[src/rtl/mode_request_encoder.sv]
// Synchronizes and debounces one-hot mode request lines, then presents the
// encoded mode to the counter with a valid/ack handshake.
module mode_request_encoder #(
    parameter int unsigned DEBOUNCE_CYCLES = 4
) (
    input  logic       clk,
    input  logic       Reset,
    input  logic [7:0] Req,
    input  logic       Ack,
    output logic [2:0] Mode,
    output logic       Mode_valid,
    output logic       Multi_err,
    output logic       Busy
);

    typedef enum logic [1:0] {
        ST_IDLE         = 2'd0,
        ST_DEBOUNCE     = 2'd1,
        ST_HOLD         = 2'd2,
        ST_WAIT_RELEASE = 2'd3
    } state_e;

    localparam logic [7:0] CNT_MAX = 8'(DEBOUNCE_CYCLES - 1);

    // Highest set bit wins, so bit 7 has top priority.
    function automatic logic [2:0] highest_index(input logic [7:0] vec);
        logic [2:0] idx;
        idx = 3'd0;
        for (int i = 0; i < 8; i++) begin
            idx = vec[i] ? 3'(i) : idx;
        end
        return idx;
    endfunction

    function automatic logic more_than_one(input logic [7:0] vec);
        logic [3:0] cnt;
        cnt = 4'd0;
        for (int i = 0; i < 8; i++) begin
            cnt = cnt + {3'b000, vec[i]};
        end
        return (cnt > 4'd1);
    endfunction

    state_e     state_q, state_d;
    logic [7:0] sync1_q, sync1_d;
    logic [7:0] sync2_q, sync2_d;
    logic [7:0] cap_q, cap_d;
    logic [7:0] count_q, count_d;
    logic [2:0] mode_q, mode_d;
    logic       multi_err_q, multi_err_d;
    logic       mode_valid_q, mode_valid_d;

    // Next-state and output-register logic; sync2_q is the only view of Req.
    always_comb begin
        state_d      = state_q;
        sync1_d      = Req;
        sync2_d      = sync1_q;
        cap_d        = cap_q;
        count_d      = count_q;
        mode_d       = mode_q;
        multi_err_d  = multi_err_q;
        mode_valid_d = mode_valid_q;
        case (state_q)
            ST_IDLE: begin
                if (sync2_q != 8'h00) begin
                    state_d = ST_DEBOUNCE;
                    cap_d   = sync2_q;
                    count_d = 8'd0;
                end else begin
                    state_d = ST_IDLE;
                end
            end
            ST_DEBOUNCE: begin
                if (sync2_q == 8'h00) begin
                    state_d = ST_IDLE;
                end else if (sync2_q != cap_q) begin
                    cap_d   = sync2_q;
                    count_d = 8'd0;
                end else if (count_q == CNT_MAX) begin
                    state_d      = ST_HOLD;
                    mode_d       = highest_index(cap_q);
                    multi_err_d  = more_than_one(cap_q);
                    mode_valid_d = 1'b1;
                end else begin
                    count_d = count_q + 8'd1;
                end
            end
            ST_HOLD: begin
                if (Ack) begin
                    mode_valid_d = 1'b0;
                    state_d      = ST_WAIT_RELEASE;
                end else begin
                    state_d = ST_HOLD;
                end
            end
            ST_WAIT_RELEASE: begin
                // A request still held after the handshake must not re-encode.
                if (sync2_q == 8'h00) begin
                    state_d = ST_IDLE;
                end else begin
                    state_d = ST_WAIT_RELEASE;
                end
            end
            default: begin
                state_d      = ST_IDLE;
                count_d      = 8'd0;
                mode_valid_d = 1'b0;
            end
        endcase
    end

    // State and output registers; Reset overrides every other input.
    always_ff @(posedge clk) begin
        if (Reset) begin
            state_q      <= ST_IDLE;
            sync1_q      <= 8'h00;
            sync2_q      <= 8'h00;
            cap_q        <= 8'h00;
            count_q      <= 8'd0;
            mode_q       <= 3'b000;
            multi_err_q  <= 1'b0;
            mode_valid_q <= 1'b0;
        end else begin
            state_q      <= state_d;
            sync1_q      <= sync1_d;
            sync2_q      <= sync2_d;
            cap_q        <= cap_d;
            count_q      <= count_d;
            mode_q       <= mode_d;
            multi_err_q  <= multi_err_d;
            mode_valid_q <= mode_valid_d;
        end
    end

    assign Mode       = mode_q;
    assign Mode_valid = mode_valid_q;
    assign Multi_err  = multi_err_q;
    assign Busy       = (state_q != ST_IDLE);

endmodule

[config.mk]
export PLATFORM = sky130hd
export DESIGN_NAME = mode_request_encoder
export DESIGN_NICKNAME = d
export VERILOG_FILES = /design/src/rtl/mode_request_encoder.sv
export SDC_FILE = /design/constraint.sdc
export NUM_CORES = 1
export LEC_CHECK = 0
export CORE_UTILIZATION = 25
export CTS_CLUSTER_DIAMETER = 150
export DETAILED_ROUTE_END_ITERATION = 16
export PLACE_DENSITY = 0.53
export SETUP_SLACK_MARGIN = 0.1
export SLEW_MARGIN = 5
export SYNTH_ARGS = -nofsm -noshare
export SYNTH_HDL_FRONTEND = slang
export SYNTH_SLANG_ARGS = --single-unit
[constraint.sdc]
create_clock -name clk -period 2.8 [get_ports clk]
set_input_delay 0.28 -clock clk [delete_from_list [all_inputs] [get_ports clk]]
set_output_delay 0.28 -clock clk [all_outputs]
set_load 0.02 [all_outputs]
### Word level (Yosys, flattened, before mapping)

Cells that the tools add are included.

* flip-flop bits (word level): 39
* bits of input ports: 11
* output and inout port bits: 6
* word-level logic and storage cells: 72

* $add $sub $neg: 8
* order comparisons: 1
* equality and inequality tests: 14
* muxes and demuxes: 28
* bitwise operators: 2
* reductions and logical operators: 11

Operators with widths (number)
* 8-bit two-way mux: 7
* 8-bit one-hot mux with 2 select lines: 2
* 4-bit by 1-bit adder with 4-bit output: 4
* 2-bit two-way mux: 6
* 3-bit two-way mux: 4
* 2-bit != test, second input constant: 6
* 4-bit AND reduction: 3
* 3-bit != test, second input constant: 3
* 8-bit by 1-bit adder with 8-bit output, second input constant: 1
* 8-bit by 2-bit equality test with 1-bit output, second input constant: 1
* 8-bit logical NOT: 1
* 8-bit != test: 1
* 2-bit one-hot mux with 4 select lines: 1
* 8-bit nonzero test: 1
* 1-bit two-way mux: 7
* 2-bit nonzero test: 3
* 5-bit AND reduction: 1
* 3-bit by 1-bit adder with 4-bit output: 1
* 2-bit equality test, second input constant: 2
* 4-bit by 1-bit > comparator with 1-bit output, second input constant: 1
* 2-bit by 1-bit adder with 3-bit output: 1
* 1-bit by 1-bit adder with 2-bit output: 1
* 2-bit by 1-bit equality test with 1-bit output, second input constant: 1
* 2-bit logical NOT: 1
* other kinds (3): 4

### Depth between registers and ports, before layout

Gate-level depths: netlist of the first run.

* depth after elaboration: 8
* gate-level depth with buffers: 13
* gate-level depth less buffers: 13

### Worst setup path before layout of the first run

Ideal clock, no wire load.

* path type: reg2reg
* start point: reg cap_q[0]
* end point: reg multi_err_q (netlist: Multi_err)
* setup time: 0.137 ns
* data arrival time: 2.772 ns
* slack: -0.109 ns
* cell stages (with the launch flop): 14
* period minus slack after synthesis: 2.909 ns
* path through: dfxtp_1 fa_1 inv_1 fa_1 fa_1 inv_1 ha_1 inv_1 fa_1 inv_1 nand3_1 o21ai_0 and4_1 nor3_1

* cells in the longest elaborated chain, start to end: 8
* elaborated cells between the ends (all ways): 11
* classes of those cells: add/sub (7); order compare (1); eq/ne (1); bitwise (1); reduce/logical (1)

RTL lines
* start, declared: line 47 `logic [7:0] cap_q, cap_d;`
* start signal, assigned: line 127 `cap_q <= cap_d;`
* 1-bit by 1-bit adder with 2-bit output: line 39 `cnt = cnt + {3'b000, vec[i]};`
* 2-bit by 1-bit adder with 3-bit output: line 39
* 3-bit by 1-bit adder with 4-bit output: line 39
* 4-bit by 1-bit adder with 4-bit output (4 in series): line 39
* 4-bit by 1-bit > comparator with 1-bit output: line 41 `return (cnt > 4'd1);`
* end signal, assigned: line 130 `multi_err_q <= multi_err_d;`
* end, declared: line 50 `logic multi_err_q, multi_err_d;`

Several ways; a longest one is shown, not always the timed one.
A chain may end at the register's enable or synchronous reset.

### Final worst setup path of the first run

Ends and elaborated chain as after synthesis.

==> impl_results.md, run 1 <==
- Synth Warn #: 0
- Number of synthesized flops with an enable pin: 0
- Pin count of the biggest net entering global routing: 27
- Num rows: 31
- Clk root buf: clkbuf_8
- Synth top cells by count: dfxtp_1 (39), nor2b_1 (17), inv_1 (14)
- 1st-pass router iterations: 4
- Area of the core: 7250 µm²
- Mean area per synthesized cell: 9.90 µm²
- R2R depth: 10
- PwrDens: 531 nW/µm²
- Vias: 1344
- ANT nets after route: 0
- Setup ws final: -126 ps
- Maxcap violations: 0
- Area leader, netlist: dfxtp_1
- Hold Crit Class: flip-flop to flip-flop
- Gp weighted congestion: 0.728
- # hold bufs at CTS: 0
- Crit start category: flip-flop
- Ant diodes: 0
- Synth Register Bits: 39
- Crit Path Max Fanout: 2
- Clock Skew: 7.86 ps
- Most common cell in the synthesized netlist: dfxtp_1
- Via density: 4.28
- WL per Instance: 11.3 µm
- CP required: 2980 ps
- Max incr delay on CP: 530 ps
- Grt total ovfl: 0
- Starting DRT DRC Count: 88
- Port buffer count: 16
- Die height: 88.5 µm
- Placed insts: 305
- First-pass GRT wire length: 6070 µm
- H-tree Lvls: 2
- Starting Density: 25.8%
- Sequential area share after synthesis: 41.7%
- Failing checks: negative setup slack
- Setup TNS: -126 ps
- Remaining DRCs: 0
- Cells after synthesis: 189
- DPL Wire Length: 2580 µm
- Syn-to-layout area delta: 23.1%
- Tcrit/Tclk final: 105%
- Count of cell types in the netlist: 41
- Crit path kind: flip-flop to flip-flop
- CTS sink cnt: 39
- Post-synth top area share: 41.7%
- Clock latency on the worst-skew pair: 290 ps
- CP Cell Sequence: fa_1 -> inv_1 -> fa_1 -> fa_1 -> inv_1 -> ha_2 -> inv_2 -> fa_2 -> and4_1 -> nor3_1
- Final wirelength: 3560 µm
- Vias in the first global route: 1256
- Initial antenna violation count: 0
- Area contributors post-synth: dfxtp_1 (42%), nor2b_1 (5.7%), fa_1 (4.3%)
- Worst Tran Pin Value: 516 ps
- Die width: 88.5 µm
- Ys async rst share: 0%
- Max Clock Freq: 342 MHz
- Crit end category: flip-flop
- Critical path's most frequent cell: fa_1
- Mapped cell area: 1870 µm²
- Fillcell total: 756
- Worst hold stages: 1
- Buffer depth of the longest clock path: 2
- Total CTS buffers: 5
- Worst vdd ir: 304 µV
- Slowest CP cell: fa_1
- Final Hold Vio Count: 0
- Worst relative slew slack: 65.3%
- Final setup viols: 1
- Gr usage total: 10.4%
- Nets: 233
- Unrepaired setup endpoints after global routing: yes
- Main flop type after synthesis: dfxtp_1
- Register clock-pin slew on the reported worst setup and hold paths: 80 ps
- # IOs: 17
- TritonCTS clock tree: done
- Die area: 7840 µm²
- Static Leak: 0.892 nW
- WP data arrival: 3100 ps
- Post-Syn Nets: 208
- Share of cells above drive strength 1: 18.6%
- Outcome: complete, but fails checks
- Fin. max-slew vios: 0
- Non-filler cells, final: 314
- Minimum clock period after layout: 2930 ps
==> power by group <==
group	internal (mW)	total (mW)	switching [mW]
Clock	0.288	0.486	0.197
Combinational	0.0700	0.154	0.0840
Sequential	0.571	0.584	0.0126
Total	0.930	1.22	0.294
==> sequential cells by signal, indices dropped and copies added (netlist names), named ones only <==
signal and flops:
sync1_q 8, count_q 8, Mode 3, Mode_valid 1
cap_q 8, sync2_q 8, state_q 1, Multi_err 1
==> cells in the final DEF, fill, tap and decap left out, drive strengths merged, types with 2 or more instances in the layout <==
master         synthesis  final
a32o                   3      3
a211o                  3      3
nand2                  8      8
nand2b                 2      2
clkdlybuf4s50          0     16
fa                     4      4
a311oi                 4      4
a211oi                 2      2
o2bb2ai                2      2
ha                     4      4
buf                    4     11
nand3                  4      4
and3                   2      2
mux2i                  8      8
xnor2                  9      9
inv                   14     14
clkbuf                 5      6
nand4                  2      2
nor3                   6      6
nor2b                 17     17
o21ai                  4      4
nor2                  12     12
dfxtp                 39     39
a21oi                 11     11
or2                    4      4
nor4                   5      5
==> layout make-up <==
type,count,area (µm²),area share (%)
sequential,39,782,33.9
tap,99,124,5.37
multi-input combinational,127,986,42.8
inverter,14,52.6,2.28
clock buffer,6,82.6,3.58
timing repair buffer,27,243,10.5
clock inverter,2,35.0,1.52
==> routing by layer <==
layer | routed length, µm | global-route usage [%]
met4 | 63 | 4.84
met5 | 0 | 0
met1 | 1790 | 14.1
met2 | 1570 | 15.0
met3 | 129 | 3.08
==> worst paths after layout <==
check | start | end | slack (ps)
worst max-delay path | cap_q[0] | Multi_err | -130
worst min-delay path | sync1_q[2] | sync2_q[2] | 440
worst max register to register | cap_q[0] | Multi_err | -130
worst min register to register | sync1_q[2] | sync2_q[2] | 440
==> critical path, delay by kind of cell (launching register included) <==
family                     cells  cell delay (ps)
adders and majority gates      5             2100
and+or+nand+nor                2              220
buffers and inverters          3              160
DFF                            1              330
==> kinds of logic (layout without fill, tap and decap cells) <==
group	count (synthesis)	count (layout)	synth area share [%]
AND/OR/NAND/NOR	70	70	22.9
flip-flops	39	39	41.7
AO/OA/AOI/OAI	32	32	13.9
buffers and inverters	23	49	6.08
XOR/XNOR	9	9	4.21
adder cells (fa/ha/maj)	8	8	6.95
multiplexers	8	8	4.28
==> repair_timing <==
| action | in CTS | in global routing |
|---|---|---|
| setup buffers | 1 | 0 |
| resized for setup | 1 | 3 |
| endpoints found under the setup margin | 1 | 1 |
==> through the flow <==
stage | hold WS [ps] | total power, mW | setup WS, ps | area (µm²) | util [%]
global route | 452 | 1.28 | -230 | 2300 | 31.8
detailed placement | 420 | 0.753 | -198 | 2180 | 30.0
CTS | 438 | 1.25 | -161 | 2300 | 31.8
finish | 436 | 1.22 | -126 | 2300 | 31.8
floorplan | 408 | 0.707 | -93.8 | 1880 | -
global placement | 420 | 0.748 | -118 | 2180 | 30.0
Power figures use the tool's default switching activity.
==> inputs of run 2 (changes only) <==
CORE_MARGIN = 3   (was default)
==> impl_results.md, run 2 (synthesis gave the netlist of run 1 again) <==
- Initial antenna violation count: 0 (unchanged)
- Remaining DRCs: 0 (unchanged)
- Register clock-pin slew on the reported worst setup and hold paths: 90 ps (about the same)
- Worst vdd ir: 285 µV (-6.4%)
- First-pass GRT wire length: 6330 µm (+4.3%)
- # IOs: 17 (unchanged)
- WL per Instance: 11.3 µm (about the same)
- CP Cell Sequence: fa_1 -> inv_1 -> fa_1 -> fa_1 -> inv_1 -> ha_2 -> inv_2 -> fa_2 -> and4_1 -> nor3_1
- Area of the core: 7020 µm² (-3.2%)
- Slowest CP cell: fa_1
- Fin. max-slew vios: 0 (unchanged)
- Crit path kind: flip-flop to flip-flop
- Worst Tran Pin Value: 524 ps (+7.91 ps)
- Clock Skew: 8.30 ps (+0.445 ps)
- Minimum clock period after layout: 2940 ps (+17.9 ps)
- Failing checks: negative setup slack
- Unrepaired setup endpoints after global routing: yes
- Crit Path Max Fanout: 2 (unchanged)
- Grt total ovfl: 0 (unchanged)
- Crit end category: flip-flop
- Pre-CTS WS: -199 ps (-0.481 ps)
- Most frequent cells in the layout: dfxtp_1 (38), nor2b_1 (17), clkdlybuf4s50_1 (16)
- Setup ws final: -144 ps (-17.9 ps)
- Final setup viols: 1 (unchanged)
- Final wirelength: 3530 µm (-0.65%)
- Vias in the first global route: 1335 (+6.3%)
- H-tree Lvls: 2 (unchanged)
- Die width: 92.5 µm (+4.5%)
- TritonCTS clock tree: done
- Die height: 92.5 µm (+4.5%)
- Final Hold Vio Count: 0 (unchanged)
- Gr usage total: 9.15% (-1.2 points)
- Tcrit/Tclk final: 105% (+0.64 points)
- CTS sink cnt: 39 (unchanged)
- Critical path's most frequent cell: fa_1
- Via density: 4.31 (+0.64%)
- Static Leak: 0.894 nW (+0.25%)
- Clk root buf: clkbuf_8
- Maxcap violations: 0 (unchanged)
- Port buffer count: 16 (unchanged)
- Most common cell after layout, fill and taps aside: dfxtp_1
- Starting DRT DRC Count: 34 (-61%)
- Max incr delay on CP: 540 ps (about the same)
- Clock latency on the worst-skew pair: 300 ps (about the same)
- Total CTS buffers: 5 (unchanged)
- WP data arrival: 3120 ps (+20 ps)
- Buffer depth of the longest clock path: 2 (unchanged)
- CP required: 2980 ps (about the same)
- Crit start category: flip-flop
- Syn-to-layout area delta: 23.5%
- Vias: 1344 (unchanged)
- Core Util, Final: 32.9% (+1.2 points)
- Ant diodes: 0 (unchanged)
- Num rows: 30 (-3.2%)
- Largest delay share family, worst path: adder cells
- ANT nets after route: 0 (unchanged)
- 1st-pass router iterations: 5 (+1)
- PwrDens: 529 nW/µm² (-0.41%)
- DPL Wire Length: 2620 µm (+1.8%)
- Final hold slack: 440 ps (+4.11 ps)
- Pin count of the biggest net entering global routing: 21 (-22%)
- Nets: 234 (+0.43%)
- Hold Crit Class: flip-flop to flip-flop
- Outcome: complete, but fails checks
- Max Clock Freq: 340 MHz (-0.61%)
- Starting Density: 26.7% (+0.86 points)
- Gp weighted congestion: 0.756 (+3.9%)
- Share of cells above drive strength 1: 19.4% (+0.84 points)
- Die area: 8560 µm² (+9.2%)
- Worst relative slew slack: 64.8% (-0.53 points)
- Crit path buf inv count: 3 (unchanged)
[run 2: cell types whose count changed in the layout (fill, tap and decap cells not counted), sizes merged]
cell | before | now
buf | 11 | 12
clkbuf | 6 | 5
inv | 14 | 15
[run 2: path summary, 6_finish.rpt]
check	start	endpoint	slack, ps	cells after the start
min reg2reg	sync1_q[7]	sync2_q[7]	440	1
min	sync1_q[7]	sync2_q[7]	440	1
max reg2reg	cap_q[0]	Multi_err	-140	10
max	cap_q[0]	Multi_err	-140	10
[run 2: stage by stage]
stage | instance area, µm² | setup TNS (ps) | power [mW] | instances
2_1_floorplan | 1880 | -93.8 | 0.707 | 189
3_3_place_gp | 2180 | -117 | 0.751 | 303
3_5_place_dp | 2180 | -199 | 0.753 | 303
4_1_cts | 2310 | -149 | 1.24 | 312
5_1_grt | 2310 | -318 | 1.28 | 312
6_report | 2310 | -144 | 1.22 | 312
[run 2: power breakdown]
group | total, mW | switching (mW) | internal (mW)
logic | 0.156 | 0.0838 | 0.0721
registers | 0.584 | 0.0126 | 0.571
clock network | 0.483 | 0.213 | 0.270
total | 1.22 | 0.309 | 0.913
[run 2: worst register-to-register path, stage by stage, from the launching register on]
cell	delay (ps)
dfxtp_2	340
fa_1	540
inv_1	50
fa_1	490
fa_1	400
inv_1	70
ha_2	180
inv_2	40
fa_2	500
and4_1	180
nor3_1	40
[run 2: repair_timing]
item | CTS | global route
buffers inserted | 1 | 0
hold buffers | 0 | 0
gates resized for setup | 3 | 2
setup endpoints to repair | 1 | 1
[run 2: metal layers]
metal  part of all wire (%)  track usage [%]
met4                    1.9             3.71
met2                     43             14.0
met1                     50             12.1
met3                    4.4             2.60
met5                      0                0
[run 2: cell type report]
| type | count | area, µm² |
|---|---|---|
| well taps | 96 | 120 |
| clock buffers | 5 | 68.8 |
| flip-flops and latches | 39 | 782 |
| multi-input cells | 127 | 991 |
| repair buffers | 28 | 250 |
| inverters | 14 | 52.6 |
| fillers | 735 | 4710 |
| clock inverters | 3 | 47.5 |
==> inputs of run 3 (changes only) <==
CTS_BUF_LIST = sky130_fd_sc_hd__clkbuf_8   (was default)
==> results of run 3 <==
The final DEF is identical to that of run 2; final timing and power are the same.
